[config.mk]
export PLATFORM = sky130hd
export DESIGN_NAME = arp_reply_tx
export DESIGN_NICKNAME = d
export VERILOG_FILES = /design/src/rtl/arp_pkg.sv /design/src/rtl/arp_reply_tx.sv
export SDC_FILE = /design/constraint.sdc
export NUM_CORES = 1
export LEC_CHECK = 0
export BUFFER_PORTS_ARGS = -buffer_cell sky130_fd_sc_hd__buf_2
export CAP_MARGIN = 10
export CORE_AREA = 2 2 164 166
export DETAILED_ROUTE_END_ITERATION = 16
export DIE_AREA = 0 0 166 168
export PLACE_DENSITY = 0.72
export SYNTH_ARGS = -nofsm -noshare
export SYNTH_HDL_FRONTEND = slang
export SYNTH_SLANG_ARGS = --single-unit
export TNS_END_PERCENT = 1
[constraint.sdc]
create_clock -name aclk -period 8.8 [get_ports aclk]
set_input_delay 0.88 -clock aclk [delete_from_list [all_inputs] [get_ports aclk]]
set_output_delay 0.88 -clock aclk [all_outputs]
set_load 0.005 [all_outputs]
[src/rtl/arp_pkg.sv]
// -----------------------------------------------------------------------------
// arp_pkg -- shared ARP definitions for the receive parser and the reply
// transmitter.
//
// Contents:
//   - ARP header field constants and payload lengths
//   - arp_tx_state_t : reply serialiser state encoding
//   - arp_req_t      : one captured request (requester and local addresses)
//   - helpers to find the last byte index of each state and to pick bytes
//
// Build option: ARP_PAD_EN adds the PAD state, which zero-fills the reply to
// the 46-byte Ethernet minimum payload.
// -----------------------------------------------------------------------------
package arp_pkg;

  localparam logic [15:0] ARP_HTYPE       = 16'h0001;
  localparam logic [15:0] ARP_PTYPE       = 16'h0800;
  localparam logic [7:0]  ARP_HLEN        = 8'h06;
  localparam logic [7:0]  ARP_PLEN        = 8'h04;
  localparam logic [15:0] ARP_OPER_RQ     = 16'h0001;
  localparam logic [15:0] ARP_OPER_RESP   = 16'h0002;
  localparam int          ARP_PAYLOAD_LEN = 28;
  localparam int          ETH_MIN_PAYLOAD = 46;

  // Fixed 8-byte reply header: HTYPE, PTYPE, HLEN, PLEN, OPER=reply.
  localparam logic [63:0] ARP_FIXED_HDR =
    {ARP_HTYPE, ARP_PTYPE, ARP_HLEN, ARP_PLEN, ARP_OPER_RESP};

  typedef enum logic [2:0] {
    ST_IDLE,
    ST_FIXED,
    ST_SHA,
    ST_SPA,
    ST_THA,
    ST_TPA
`ifdef ARP_PAD_EN
    ,
    ST_PAD
`endif
  } arp_tx_state_t;

  typedef struct packed {
    logic [47:0] req_mac;
    logic [31:0] req_ip;
    logic [47:0] local_mac;
    logic [31:0] local_ip;
  } arp_req_t;

  // Index of the final byte emitted in each state.
  function automatic logic [4:0] last_idx(arp_tx_state_t s);
    case (s)
      ST_FIXED: return 5'd7;
      ST_SHA:   return 5'd5;
      ST_SPA:   return 5'd3;
      ST_THA:   return 5'd5;
      ST_TPA:   return 5'd3;
`ifdef ARP_PAD_EN
      ST_PAD:   return 5'd17;
`endif
      default:  return 5'd0;
    endcase
  endfunction

  // Byte i of a left-aligned 64-bit word, counting from the MSB.
  function automatic logic [7:0] msb_byte(logic [63:0] w, logic [2:0] i);
    case (i)
      3'd0:    return w[63:56];
      3'd1:    return w[55:48];
      3'd2:    return w[47:40];
      3'd3:    return w[39:32];
      3'd4:    return w[31:24];
      3'd5:    return w[23:16];
      3'd6:    return w[15:8];
      default: return w[7:0];
    endcase
  endfunction

endpackage

[src/rtl/arp_reply_tx.sv]
// -----------------------------------------------------------------------------
// arp_reply_tx -- serialises an ARP reply payload (OPER=2) as a byte stream.
//
// Ports:
//   aclk, areset           clock, asynchronous active-high reset
//   arp_req_valid          one-cycle trigger from the ARP receive parser
//   req_mac, req_ip        requester addresses (become THA / TPA)
//   local_mac, local_ip    our addresses (become SHA / SPA), sampled on trigger
//   m_tdata/m_tvalid/m_tready/m_tlast  byte stream toward Ethernet TX framing
//   busy                   reply in flight or a request pending
//   req_drop               one-cycle pulse when a trigger is discarded
//
// Parameter PEND_DEPTH_EN: 1 keeps a one-deep pending request slot, 0 drops
// any trigger that arrives while busy.
// Build option: ARP_PAD_EN appends 18 zero bytes (46-byte payload, m_tlast on
// byte 45); without it the frame is 28 bytes and downstream pads.
// -----------------------------------------------------------------------------
module arp_reply_tx
  import arp_pkg::*;
#(
  parameter int PEND_DEPTH_EN = 1
) (
  input  logic        aclk,
  input  logic        areset,
  input  logic        arp_req_valid,
  input  logic [47:0] req_mac,
  input  logic [31:0] req_ip,
  input  logic [47:0] local_mac,
  input  logic [31:0] local_ip,
  output logic [7:0]  m_tdata,
  output logic        m_tvalid,
  input  logic        m_tready,
  output logic        m_tlast,
  output logic        busy,
  output logic        req_drop
);

`ifdef ARP_PAD_EN
  localparam arp_tx_state_t FINAL_ST = ST_PAD;
`else
  localparam arp_tx_state_t FINAL_ST = ST_TPA;
`endif

  arp_tx_state_t state_q, state_d;
  logic [4:0]    cnt_q, cnt_d;
  arp_req_t      act_q, act_d;
  arp_req_t      pend_q, pend_d;
  logic          pend_full_q, pend_full_d;
  logic          drop_q, drop_d;

  arp_req_t      trig;
  logic          idle, hs, last_beat, frame_end, promote;
  logic [63:0]   sel_word;

  assign trig      = '{req_mac: req_mac, req_ip: req_ip,
                       local_mac: local_mac, local_ip: local_ip};
  assign idle      = (state_q == ST_IDLE);
  assign hs        = m_tvalid & m_tready;
  assign last_beat = hs & (cnt_q == last_idx(state_q));
  assign frame_end = last_beat & (state_q == FINAL_ST);
  // The pending request starts as soon as the engine is free: on the edge that
  // completes the current frame, or from IDLE if it was parked there.
  assign promote   = pend_full_q & (idle | frame_end);

  // NOTE: every variable gets a default before any branch, so no path through
  // this block leaves a value unassigned and no latch is inferred.
  always_comb begin
    state_d     = state_q;
    cnt_d       = cnt_q;
    act_d       = act_q;
    pend_d      = pend_q;
    pend_full_d = pend_full_q;
    drop_d      = 1'b0;

    if (last_beat) begin
      cnt_d = '0;
      case (state_q)
        ST_FIXED: state_d = ST_SHA;
        ST_SHA:   state_d = ST_SPA;
        ST_SPA:   state_d = ST_THA;
        ST_THA:   state_d = ST_TPA;
`ifdef ARP_PAD_EN
        ST_TPA:   state_d = ST_PAD;
`endif
        default:  state_d = ST_IDLE;
      endcase
    end else if (hs) begin
      cnt_d = cnt_q + 5'd1;
    end

    if (promote) begin
      act_d       = pend_q;
      state_d     = ST_FIXED;
      cnt_d       = '0;
      pend_full_d = 1'b0;
    end

    if (arp_req_valid) begin
      if (idle && !pend_full_q) begin
        act_d   = trig;
        state_d = ST_FIXED;
        cnt_d   = '0;
      end else if ((PEND_DEPTH_EN != 0) && (!pend_full_q || promote)) begin
        // Slot is free, or is being vacated by a promotion on this same edge.
        pend_d      = trig;
        pend_full_d = 1'b1;
      end else begin
        drop_d = 1'b1;
      end
    end
  end

  // NOTE: sequential state uses non-blocking assignments so every register
  // samples the pre-edge values of the others.
  always_ff @(posedge aclk or posedge areset) begin
    if (areset) begin
      state_q     <= ST_IDLE;
      cnt_q       <= '0;
      pend_full_q <= 1'b0;
      drop_q      <= 1'b0;
    end else begin
      state_q     <= state_d;
      cnt_q       <= cnt_d;
      pend_full_q <= pend_full_d;
      drop_q      <= drop_d;
    end
  end

  // NOTE: the address sets are wide data storage with no reset; they are only
  // observed while state_q or pend_full_q says they hold a valid request.
  always_ff @(posedge aclk) begin
    act_q  <= act_d;
    pend_q <= pend_d;
  end

  // Left-align the field of the current state; PAD and IDLE emit zero.
  always_comb begin
    sel_word = '0;
    case (state_q)
      ST_FIXED: sel_word = ARP_FIXED_HDR;
      ST_SHA:   sel_word = {act_q.local_mac, 16'h0000};
      ST_SPA:   sel_word = {act_q.local_ip, 32'h0000_0000};
      ST_THA:   sel_word = {act_q.req_mac, 16'h0000};
      ST_TPA:   sel_word = {act_q.req_ip, 32'h0000_0000};
      default:  sel_word = '0;
    endcase
  end

  assign m_tdata  = msb_byte(sel_word, cnt_q[2:0]);
  assign m_tvalid = !idle;
  assign m_tlast  = (state_q == FINAL_ST) && (cnt_q == last_idx(FINAL_ST));
  assign busy     = !idle | pend_full_q;
  assign req_drop = drop_q;

endmodule

# After elaboration in Yosys (flattened, before gate mapping)
# Index checks and enable logic that the tools add are counted.
# totals
reg_bits,330
output_inout_bits,12
# classes
n_addsub,1
n_reduce_logical,10
bitwise,7
eq_ne,13
mux,23
# op_table
op,count
two-way mux 160 bit,3
one-hot mux 64 bit (5 select lines),1
one-hot mux 8 bit (7 select lines),1
two-way mux 5 bit,5
"equality test 3 bit, second input constant",5
"equality test 3 x 2 -> 1 bit, second input constant",4
two-way mux 3 bit,4
one-hot mux 3 bit (4 select lines),1
one-hot mux 3 bit (3 select lines),1
two-way mux 1 bit,7
"equality test 3 x 1 -> 1 bit, second input constant",2
logical NOT 3 bit,2
"adder 5 x 1 -> 5 bit, second input constant",1
"equality test 5 x 2 -> 1 bit, second input constant",1
equality test 5 bit,1
bitwise AND 1 bit,4
OR reduction 2 bit,2
AND reduction 3 bit,1
logical AND 1 bit,2
logical NOT 1 bit,2
bitwise OR 1 bit,2
logical OR 1 bit,1
inverter 1 bit,1

# Logic depth before layout (Yosys ltp)
# Gate-level depths: netlist of the first run.
# logic_depth
depth_word,12
depth_mapped,11

# Worst setup path after synthesis of the first run
# Ideal clock, no wire load.
# synth_timing
path_type,input -> register
startpoint,input m_tready
endpoint,"register pend_q[0] (netlist name), enable pin"
setup_time_ns,0.681
path_buffers,2
path_stages,7
slack_ns,-0.494
t_arrival_ns,8.612
required_ns,8.119
cell_sequence,and2_1 > buf_2 > o2111ai_2 > o21ai_2 > clkbuf_1 > nor2_1 > nor2_1
# synth_via
elab_chain_len,7
# synth_lines
element,line,text
"start, declared",arp_reply_tx.sv:32,"input logic m_tready,"
bitwise AND 1 bit,arp_reply_tx.sv:58,assign hs = m_tvalid & m_tready;
bitwise AND 1 bit,arp_reply_tx.sv:59,assign last_beat = hs & (cnt_q == last_idx(state_q));
bitwise AND 1 bit,arp_reply_tx.sv:60,assign frame_end = last_beat & (state_q == FINAL_ST);
bitwise OR 1 bit,arp_reply_tx.sv:63,assign promote = pend_full_q & (idle | frame_end);
bitwise AND 1 bit,arp_reply_tx.sv:63,
logical OR 1 bit,arp_reply_tx.sv:103,end else if ((PEND_DEPTH_EN != 0) && (!pend_full_q || promote)) begin
AND reduction 3 bit (no source line),-,
"end signal, assigned",arp_reply_tx.sv:133,pend_q <= pend_d;
"end, declared",arp_reply_tx.sv:47,"arp_req_t pend_q, pend_d;"
# Every way passes these cells.
# A chain may end at the register's enable or synchronous reset.

# Final worst setup path of the first run
# layout_timing
startpoint,register state_q[0]
endpoint,output m_tdata[2]
# layout_via
elab_chain_len,3
# layout_lines
element,line,text
"start, declared",arp_reply_tx.sv:44,"arp_tx_state_t state_q, state_d;"
"start signal, assigned",arp_reply_tx.sv:122,state_q <= state_d;
equality test 3 bit (tied with other cells),arp_reply_tx.sv:139,case (state_q)
one-hot mux 64 bit (5 select lines) *,arp_reply_tx.sv:139,
one-hot mux 8 bit (7 select lines) *,arp_pkg.sv:66,case (i)
"end, declared",arp_reply_tx.sv:30,"output logic [7:0] m_tdata,"
# Mark *: on every way between the ends. The rest lies on a longest branch, timed or not.

==> qor.csv, run 1 <==
stage;metric;value;unit
yosys;ys_seq_area_frac;0.617;
final_layout;areaGrowthSynthToFinish;16.3;%
clock_tree;cts_buffer_depth;3;
yosys;yosysMostFrequentCell;a21oi_1;
final_layout;drive_gt1_frac;0.201;
global_routing;grt_pass1_vias;9949;
clock_tree;cts_hold_buf;0;
worst_setup_path;arrival;3.69;ns
timing;drv_slew;0;
global_routing;grt_antenna_before_repair;3;
yosys;ys_ff_latch;330;
routing;wirelength;34.9;mm
timing;min_period;4.57;ns
worst_setup_path;endpoint_kind;output pin;
yosys;yosysWarnings;0;
clock_tree;cts_root_buffer;clkbuf_16;
clock_tree;cts-resized-gates;0;
yosys;syn_nets;1483;
final_layout;num-nets-final;1611;
routing;first_pass_iters;5;
power_and_ir_drop;p_leak;5.92;nW
floorplan;num_io_pins;176;
routing;vias;10400;
power_and_ir_drop;power_density;334;mW/mm2
timing;finalSetupTns;0;ns
clock_tree;path_clk_slew;0.06;ns
yosys;synth_area;0.0134;mm2
final_layout;stdcell_area;0.0156;mm2
yosys;synth.top_cell.area_share;0.359;
timing;finalHoldViolations;0;
status;status;finished, final reports clean;
timing;fmax;0.219;GHz
placement;dpl.hpwl;21.6;mm
clock_tree;post-cts-setup-buffers;0;
placement;placed_area;0.0144;mm2
timing;relSlewSlack;0.182;
clock_tree;numCtsBuffers;35;
timing;min_period_over_period;0.520;
yosys;synth_top_cell_by_area;edfxtp_1;
yosys;synthCells;1314;
yosys;ys_top_cells_by_area;edfxtp_1, dfxtp_1, a21oi_1;
timing;finClkSkew;0.0192;ns
floorplan;die_w;166;um
clock_tree;clock_sinks;330;
placement;gp_congestion;0.865;
yosys;synthTopCellsByCount;a21oi_1, nor2_1, nand2_1;
placement;io_buffers;175;
clock_tree;htreeDepth;2;
global_routing;grt_max_degree;146;
power_and_ir_drop;ir_worst_vdd;180;uV
yosys;synth_edf_count;160;
timing;setup_violations;0;
worst_setup_path;crit_path_start_kind;flop;
hold_path;hold_class;in -> async;
routing;detail_route.wl_per_cell;19.3;um
routing;first_iter_violations;1079;
timing;rsz0062_at_grt;false;
floorplan;die-area;0.0279;mm2
yosys;async_reset_ff_frac;0.0303;
floorplan;start_util;0.508;
worst_setup_path;critical_path_peak_fanout;46;
routing;viasPerCell;5.73;
routing;drcViolationCount;0;
clock_tree;cts_tree;built;
clock_tree;clock_latency;0.51;ns
timing;tightest_slew;1.23;ns
worst_setup_path;path_class;reg -> out;
global_routing;gr-total-overflow;0;
worst_setup_path;crit_required;7.92;ns
yosys;synth_cell_types;50;
floorplan;std_cell_rows;60;
global_routing;grt_first_pass_wirelength;54.0;mm
yosys;postSynthAreaPerCell;10.2;um2
floorplan;coreArea;0.0264;mm2
yosys;synth_flop_cell;edfxtp_1;
routing;antenna_left;0;
floorplan;die_y;168;um
timing;whs;0.399;ns
job;maxCapViolCount;0;
global_routing;track_usage;0.243;
area by class of cell:
cell class	instances	area (um2)
diodes	1	2.50
clock buffers	46	970
clock inverters	17	193
fillers	2279	10800
inverters	8	30.0
multi-input cells	880	4680
flip-flops and latches	330	8260
well taps	341	427
repair buffers	187	998
worst max-delay path, stage by stage (launching register included):
cell      delay (ns)
dfrtp_4         0.64
buf_4           0.70
inv_1           0.50
nor2_1          0.47
a21oi_1         0.07
o21ai_0         0.19
a22oi_1         0.12
o211ai_1        0.29
buf_2           0.17
registers in the layout, summed over array words and instances (netlist names):
| register | count |
|---|---|
| act_q | 160 |
| pend_q | 160 |
| cnt_q | 5 |
| state_q | 3 |
| pend_full_q | 1 |
| req_drop | 1 |
metal layers:
metal | vias to the layer above | track usage | share of wire
met3 | 78 | 0.0498 | 0.078
met5 | - | 0 | 0.00011
met1 | 4960 | 0.332 | 0.42
met2 | 409 | 0.387 | 0.47
met4 | 2 | 0.0862 | 0.035
li1 | 4929 | - | -
final timing paths:
| path | from | end | slack [ns] | depth (start not counted) |
|---|---|---|---|---|
| setup / recovery | state_q[0] | m_tdata[2] | 4.23 | 8 |
| hold / removal | areset | cnt_q[4] | 0.40 | 2 |
| setup reg to reg | state_q[2] | pend_q[105] | 4.27 | 7 |
| hold reg to reg | pend_q[33] | act_q[33] | 0.50 | 2 |
| max in group asynchronous | areset | state_q[0] | 8.04 | 2 |
| min in group aclk | pend_q[33] | act_q[33] | 0.50 | 2 |
stage by stage:
stage	setup slack, ns	utilization	power [mW]	instances
2_1_floorplan	2.21	-	3.27	1314
3_3_place_gp	4.39	0.545	3.66	1745
3_5_place_dp	4.33	0.545	3.71	1745
4_1_cts	4.28	0.590	5.20	1808
5_1_grt	3.94	0.591	5.45	1809
6_report	4.23	0.591	5.20	1810
cells by family (layout without fill, tap and decap cells):
kind of cell | count (synthesis) | count (layout) | share of synthesized area
xor+xnor | 5 | 5 | 0.00327
other cells | 0 | 1 | 0
compound gates | 440 | 440 | 0.193
buf+inv | 104 | 258 | 0.0363
mux | 41 | 41 | 0.0308
simple gates | 389 | 389 | 0.115
fa+ha+maj | 5 | 5 | 0.00467
flops | 330 | 330 | 0.617
placed cells by master (no fill, tap or decap), types with 3 or more instances in the layout:
cell       instances
dfrtp_1            9
buf_4             10
ha_1               5
a22oi_1           24
dfxtp_1          160
a21oi_1          296
o22ai_1           26
clkbuf_1           8
a221oi_1          13
a22o_1             7
nand3_1            4
edfxtp_1         160
o21ai_0           17
nor2_1           181
a21oi_2           40
clkbuf_16         37
buf_2            175
nor3_1             5
nand2_1          174
clkinv_2           9
nor2b_1            4
nand2b_1           3
bufinv_16          4
and2_1             3
o211ai_1           3
xnor2_1            3
mux2i_1           39
inv_1              6
report_power, final:
group	switching (mW)	internal, mW	leakage [nW]
sequential	0.291	2.08	2.90
combinational	0.754	0.592	2.45
clock	0.587	0.897	0.570
total	1.63	3.56	5.92
Note: power is estimated with default switching activity, not from simulation.
==> run 2: changes to the inputs <==
Settings changed: CORE_AREA 2 2 164 166 to 2 2 155 157, DIE_AREA 0 0 166 168 to 0 0 157 159, PLACE_DENSITY 0.72 to 0.77.
Clock period 8.8 ns to 4.4 ns, I/O delays scaled along.
==> run 2 against run 1 <==
  * Global-route usage increased by 3.1 points
  * Flip-flop and latch count unchanged
  * Count of clock-buffer cells in the layout increased by 10
  * Highest routed layer is now met4
  * Combinational power increased by 96%
  * Total power increased by 100%
  * Sequential power increased by 110%
  * Via count increased by 0.78%
  * Die area decreased by 10%
==> qor.csv, run 2 (synthesis gave the netlist of run 1 again) <==
stage;metric;value;unit;change
timing;rsz0062_at_grt;false;;unchanged
placement;dp_worst_setup_slack;1.24;ns;was 4.33 ns
hold_path;hold_end;pend_q[106];;
clock_tree;cts_tree;built;;unchanged
worst_setup_path;slowest_delay;0.72;ns;was 0.70 ns
global_routing;grtUsageMet1;0.386;;was 0.332
floorplan;std_cell_rows;56;;was 60
timing;tightest_slew;0.861;ns;was 1.23 ns
floorplan;die-area;0.0250;mm2;was 0.0279 mm2
power_and_ir_drop;p_leak;5.95;nW;was 5.92 nW
job;maxCapViolCount;0;;unchanged
clock_tree;numCtsBuffers;35;;unchanged
timing;finClkSkew;0.0223;ns;was 0.0192 ns
clock_tree;path_clk_slew;0.06;ns;about the same
global_routing;gr-total-overflow;0;;unchanged
worst_setup_path;critical-path-slowest-cell;nor2b_2;;was buf_4
placement;io_buffers;175;;unchanged
routing;drcViolationCount;0;;unchanged
clock_tree;cts_buffer_depth;3;;unchanged
worst_setup_path;reg2reg_setup_slack;1.18;ns;was 4.27 ns
final_layout;final_common_cell;a21oi_1;;unchanged
power_and_ir_drop;power_density;668;mW/mm2;was 334 mW/mm2
routing;first_iter_violations;1177;;was 1079
timing;drv_slew;0;;unchanged
power_and_ir_drop;power.total;10.4;mW;was 5.20 mW
hold_path;hold-path-cell-count;1;;
hold_path;hp-start;req_ip[26];;
worst_setup_path;cp_num_buf_inv;2;;was 3
placement;dpl.hpwl;21.9;mm;was 21.6 mm
floorplan;coreArea;0.0232;mm2;was 0.0264 mm2
hold_path;hold_class;in -> reg;;was in -> async
global_routing;grt_use_met3;0.0558;;was 0.0498
timing;fmax;0.280;GHz;
routing;first_pass_iters;5;;unchanged
power_and_ir_drop;switching_power;3.31;mW;was 1.63 mW
timing;relSlewSlack;0.426;;was 0.182
final_layout;stdcell_count;1791;;was 1810
routing;antenna_left;0;;unchanged
worst_setup_path;reg2reg_to;act_q[132];;was pend_q[105]
worst_setup_path;path_class;reg -> out;;unchanged
power_and_ir_drop;p_int;7.12;mW;was 3.56 mW
worst_setup_path;endpoint_kind;output pin;;unchanged
global_routing;top_usage_layer;met2;;unchanged
placement;dpl.cell_count;1727;;was 1745
clock_tree;cts-resized-gates;0;;unchanged
power_and_ir_drop;clkPwrFrac;0.281;;was 0.286
status;status;finished, final reports clean;;unchanged
final_layout;num-nets-final;1615;;was 1611
placement;placed_area;0.0145;mm2;was 0.0144 mm2
global_routing;grt_pass1_vias;9910;;was 9949
clock_tree;cts_root_buffer;clkbuf_16;;unchanged
timing;min_period;3.57;ns;
worst_setup_path;r2r-start;state_q[2];;unchanged
routing;wirelength;34.9;mm;about the same
power_and_ir_drop;pwr-share-seq;0.467;;was 0.455
power_and_ir_drop;ir_worst_vdd;325;uV;was 180 uV
worst_setup_path;critical_path_peak_fanout;21;;was 46
clock_tree;cts_hold_buf;1;;was 0
worst_setup_path;rr_worst_depth;7;;unchanged
final_layout;drive_gt1_frac;0.199;;was 0.201
routing;detail_route.wl_per_cell;19.5;um;was 19.3 um
global_routing;grt_antenna_before_repair;0;;was 3
global_routing;grt_max_degree;162;;was 146
timing;min_period_over_period;0.812;;
placement;gp_congestion;0.882;;was 0.865
clock_tree;clock_sinks;330;;unchanged
floorplan;die_w;157;um;was 166 um
worst_setup_path;crit_required;3.96;ns;was 7.92 ns
global_routing;track_usage;0.274;;was 0.243
final_layout;reg.largest.list;act_q: 160 flops, pend_q: 160 flops, cnt_q: 5 flops;;unchanged
worst_setup_path;arrival;3.13;ns;was 3.69 ns
timing;setup_violations;0;;unchanged
floorplan;start_util;0.577;;was 0.508
clock_tree;post-cts-setup-buffers;0;;unchanged
worst_setup_path;worstPathCellList;nor2b_2 -> buf_4 -> a22o_1 -> a32o_1 -> a221oi_1 -> o21ai_0 -> buf_2;;was buf_4 -> inv_1 -> nor2_1 -> a21oi_1 -> o21ai_0 -> a22oi_1 -> o211ai_1 -> buf_2
worst_setup_path;startpoint;state_q[2];;was state_q[0]
clock_tree;clock_latency;0.51;ns;about the same
power_and_ir_drop;combPwrFrac;0.253;;was 0.259
final_layout;areaGrowthSynthToFinish;16.6;%;was 16.3%
clock_tree;htreeDepth;2;;unchanged
floorplan;num_io_pins;176;;unchanged
worst_setup_path;cp_top_family;simple AND/OR/NAND/NOR gates;;was buffers and inverters
routing;viasPerCell;5.84;;was 5.73
global_routing;use_met2;0.429;;was 0.387
final_layout;final_cell_mix;a21oi_1, nor2_1, buf_2, nand2_1;;unchanged
timing;finalHoldViolations;0;;unchanged
timing;fin_ws;0.828;ns;was 4.23 ns
worst_setup_path;crit_path_start_kind;flop;;unchanged
final_layout;antenna_cells;0;;was 1
routing;vias;10500;;was 10400
final_layout;stdcell_area;0.0156;mm2;about the same
power_and_ir_drop;p_sw_frac;0.317;;was 0.314
global_routing;grt_first_pass_wirelength;53.6;mm;was 54.0 mm
floorplan;die_y;159;um;was 168 um
[run 2: cell types whose count changed in the layout (fill, tap and decap cells not counted), sizes merged]
| cell | delta |
|---|---|
| buf | +3 |
| bufinv | -2 |
| clkbuf | +10 |
| clkinv | -6 |
| clkinvlp | -2 |
| diode | -1 |
| dlygate4sd3 | +1 |
[run 2: stage by stage]
step	hold slack, ns	TNS, ns	util
finish	0.114	0	0.673
global route	0.0986	0	0.673
CTS	0.104	0	0.673
detailed placement	0.477	0	0.623
global placement	0.473	0	0.623
floorplan	0.280	-11.67	-
[run 2: layout make-up]
class | instances | area, um2
Multi-Input combinational cell | 880 | 4690
Sequential cell | 330 | 8260
Clock inverter | 7 | 83.8
Tap cell | 319 | 399
Fill cell | 1790 | 7580
Timing Repair Buffer | 191 | 1090
Clock buffer | 56 | 1060
Inverter | 8 | 30.0
[run 2: worst max path at each step]
stage,end,slack [ns],cells after the start
floorplan,pend_q[0],-0.07,8
global placement,pend_q[49],1.32,6
detailed placement,pend_q[5],1.24,6
CTS,m_tdata[0],0.87,8
global route,m_tdata[3],0.62,7
finish,m_tdata[3],0.83,7
[run 2: power by group through the flow]
stage | Combinational, mW | Sequential, mW | Clock, mW
floorplan | 1.98 | 4.57 | 0
global placement | 2.52 | 4.89 | 0
detailed placement | 2.59 | 4.91 | 0
CTS | 2.62 | 4.85 | 2.95
global route | 2.90 | 4.95 | 3.07
finish | 2.64 | 4.87 | 2.93
[run 2: per-layer routing]
metal  share of wire  vias to the layer above
li1                -                     4939
met1            0.41                     5048
met2            0.48                      408
met3           0.077                       64
met4           0.025                        0
met5               0                        -
==> run 3: changes to the inputs <==
Settings changed: ABC_AREA set to 1, CORE_AREA 2 2 155 157 to 2 2 163 165, DIE_AREA 0 0 157 159 to 0 0 165 167, PLACE_DENSITY 0.77 to 0.76.
Clock period 4.4 ns to 3.58 ns, I/O delays scaled along.
==> run 3 against run 2 <==
  * Cell count increased by 29%
  * Clock skew decreased by 0.0020 ns
  * Count of clock-buffer cells in the layout decreased by 4
  * Routed wire length increased by 14%
  * Global-route usage increased by 1.2 points
  * Die area increased by 10%
  * Hold slack got worse by 0.085 ns
  * Sequential share of layout area decreased by 4.4 points
  * Flip-flop and latch count unchanged
  * Register-to-register slack got worse by 0.39 ns
==> qor.csv, run 3 <==
stage;metric;value;unit;change
yosys;synth.top_cell.area_share;0.326;;was 0.359
routing;wirelength;39.7;mm;was 34.9 mm
yosys;ys_seq_area_frac;0.561;;was 0.617
final_layout;drive_gt1_frac;0.137;;was 0.199
placement;dpl.hpwl;25.5;mm;was 21.9 mm
routing;first_pass_iters;5;;unchanged
clock_tree;clock_latency;0.52;ns;was 0.51 ns
global_routing;track_usage;0.286;;was 0.274
yosys;ys_top_cells_by_area;edfxtp_1, dfxtp_1, nand2_1;;was edfxtp_1, dfxtp_1, a21oi_1
yosys;yosysWarnings;0;;unchanged
global_routing;gr-total-overflow;0;;unchanged
yosys;synth_edf_count;160;;unchanged
routing;vias;12600;;was 10500
power_and_ir_drop;power_density;897;mW/mm2;was 668 mW/mm2
floorplan;die_w;165;um;was 157 um
placement;dpl.cell_count;2242;;was 1727
timing;fin_ws;0.143;ns;was 0.828 ns
worst_setup_path;crit_path_start_kind;flop;;unchanged
placement;io_buffers;175;;unchanged
final_layout;stdcell_count;2306;;was 1791
final_layout;reg.largest.list;act_q: 160 flops, pend_q: 160 flops, cnt_q: 5 flops;;unchanged
timing;finClkSkew;0.0203;ns;was 0.0223 ns
clock_tree;clock_sinks;330;;unchanged
timing;relSlewSlack;0.202;;was 0.426
clock_tree;path_clk_slew;0.06;ns;about the same
worst_setup_path;reg2reg_setup_slack;0.79;ns;was 1.18 ns
worst_setup_path;endpoint_kind;output pin;;unchanged
yosys;synth_cell_types;34;;was 50
floorplan;coreArea;0.0258;mm2;was 0.0232 mm2
routing;antenna_left;0;;unchanged
yosys;synthTopCellsByCount;nand2_1, inv_1, nand3_1;;was a21oi_1, nor2_1, nand2_1
yosys;synth_area;0.0147;mm2;was 0.0134 mm2
placement;dp_worst_setup_slack;0.819;ns;was 1.24 ns
global_routing;grt_pass1_vias;11700;;was 9910
job;maxCapViolCount;0;;unchanged
worst_setup_path;worstPathCellList;nor2_4 -> nand2_1 -> buf_4 -> o22ai_1 -> o21ai_0 -> nand4_1 -> buf_2;;was nor2b_2 -> buf_4 -> a22o_1 -> a32o_1 -> a221oi_1 -> o21ai_0 -> buf_2
timing;finalSetupTns;0;ns;unchanged
clock_tree;htreeDepth;2;;unchanged
final_layout;stdcell_area;0.0170;mm2;was 0.0156 mm2
timing;rsz0062_at_grt;false;;unchanged
final_layout;num-nets-final;2114;;was 1615
timing;drv_slew;0;;unchanged
yosys;syn_nets;1982;;was 1483
timing;min_period_over_period;0.960;;
final_layout;final_cell_mix;nand2_1, inv_1, nand3_1, buf_2;;was a21oi_1, nor2_1, buf_2, nand2_1
routing;viasPerCell;5.46;;was 5.84
floorplan;start_util;0.571;;was 0.577
placement;placed_area;0.0159;mm2;was 0.0145 mm2
worst_setup_path;crit_required;3.22;ns;was 3.96 ns
yosys;synth_flop_cell;edfxtp_1;;unchanged
floorplan;num_io_pins;176;;unchanged
timing;fmax;0.291;GHz;
final_layout;final_common_cell;nand2_1;;was a21oi_1
status;status;finished, final reports clean;;unchanged
global_routing;grt_max_degree;161;;was 162
yosys;synth_top_cell_by_area;edfxtp_1;;unchanged
clock_tree;numCtsBuffers;35;;unchanged
yosys;yosysMostFrequentCell;nand2_1;;was a21oi_1
routing;detail_route.wl_per_cell;17.2;um;was 19.5 um
yosys;synthCells;1813;;was 1314
timing;setup_violations;0;;unchanged
worst_setup_path;arrival;3.08;ns;was 3.13 ns
worst_setup_path;path_class;reg -> out;;unchanged
worst_setup_path;critical_path_peak_fanout;29;;was 21
clock_tree;cts-resized-gates;0;;unchanged
final_layout;nFillCells;2123;;was 1790
clock_tree;cts_buffer_depth;3;;unchanged
hold_path;hold_class;in -> reg;;unchanged
clock_tree;cts_root_buffer;clkbuf_16;;unchanged
floorplan;die_y;167;um;was 159 um
floorplan;die-area;0.0276;mm2;was 0.0250 mm2
worst_setup_path;slowest_delay;0.59;ns;was 0.72 ns
routing;first_iter_violations;1511;;was 1177
timing;finalHoldViolations;0;;unchanged
yosys;postSynthAreaPerCell;8.12;um2;was 10.2 um2
timing;tightest_slew;1.20;ns;was 0.861 ns
clock_tree;cts_tree;built;;unchanged
routing;drcViolationCount;0;;unchanged
final_layout;areaGrowthSynthToFinish;15.7;%;was 16.6%
global_routing;grt_antenna_before_repair;0;;unchanged
floorplan;std_cell_rows;59;;was 56
yosys;ys_ff_latch;330;;unchanged
global_routing;grt_first_pass_wirelength;62.4;mm;was 53.6 mm
power_and_ir_drop;p_leak;8.64;nW;was 5.95 nW
worst_setup_path;critical-path-slowest-cell;dfrtp_1;;was nor2b_2
final_layout;antenna_cells;0;;unchanged
timing;min_period;3.44;ns;
power_and_ir_drop;ir_worst_vdd;536;uV;was 325 uV
placement;gp_congestion;0.922;;was 0.882
yosys;async_reset_ff_frac;0.0303;;unchanged
## run 3: critical path: cells and delay by family (launching register included)
| family | cells | cell delay, ns |
|---|---|---|
| AND/OR/NAND/NOR | 3 | 0.77 |
| flip-flops | 1 | 0.59 |
| AO/OA/AOI/OAI | 2 | 0.56 |
| buffers and inverters | 2 | 0.64 |
## run 3: cell families after synthesis
group / share of synthesized area
AOI/OAI and AO/OA: 0.0482
DFF: 0.561
xor gates and xnor gates: 0.00119
and+or+nand+nor: 0.266
adders and majority gates: 0.00425
buffers and inverters: 0.120
## run 3: metal layers
| metal | wire [um] | GRT usage | up-vias |
|---|---|---|---|
| met5 | 0 | 0 | - |
| met4 | 1260 | 0.0968 | 0 |
| met3 | 3530 | 0.0443 | 89 |
| met2 | 17900 | 0.428 | 615 |
| met1 | 17100 | 0.424 | 5834 |
| li1 | - | - | 6048 |
## run 3: worst paths after layout
path                       startpoint  cells after the start           to
setup / recovery           state_q[0]                      7   m_tdata[0]
hold / removal             req_ip[19]                      1   pend_q[99]
setup reg to reg           state_q[0]                      8   pend_q[25]
hold reg to reg            act_q[158]                      4   act_q[158]
max in group asynchronous      areset                      3   state_q[1]
min in group asynchronous      areset                      3  pend_full_q
## run 3: cell type report
| class | instances | area, um2 | share of cell area |
|---|---|---|---|
| well taps | 335 | 419 | 0.0246 |
| clock inverters | 11 | 90.1 | 0.00529 |
| clock buffers | 52 | 1020 | 0.0601 |
| multi-input cells | 1037 | 4760 | 0.279 |
| flip-flops and latches | 330 | 8260 | 0.485 |
| inverters | 344 | 1300 | 0.0763 |
| repair buffers | 197 | 1180 | 0.0693 |
## run 3: timing repair
action / in CTS / in global routing
setup buffers: 0 / 0
hold buffers: 1 / 0
hold endpoints to repair: 10 / 0
## run 3: report_power, final
group / switching, mW / total, mW / internal, mW
clock: 1.47 / 3.53 / 2.06
sequential: 0.562 / 6.15 / 5.59
combinational: 3.79 / 5.60 / 1.81
## run 3: stage by stage
stage | total power, mW | hold WS, ns | utilization
floorplan | 10.1 | 0.198 | -
global placement | 11.5 | 0.390 | 0.618
detailed placement | 11.7 | 0.404 | 0.618
CTS | 15.3 | 0.0203 | 0.661
global route | 16.3 | 0.0240 | 0.661
finish | 15.3 | 0.0288 | 0.661
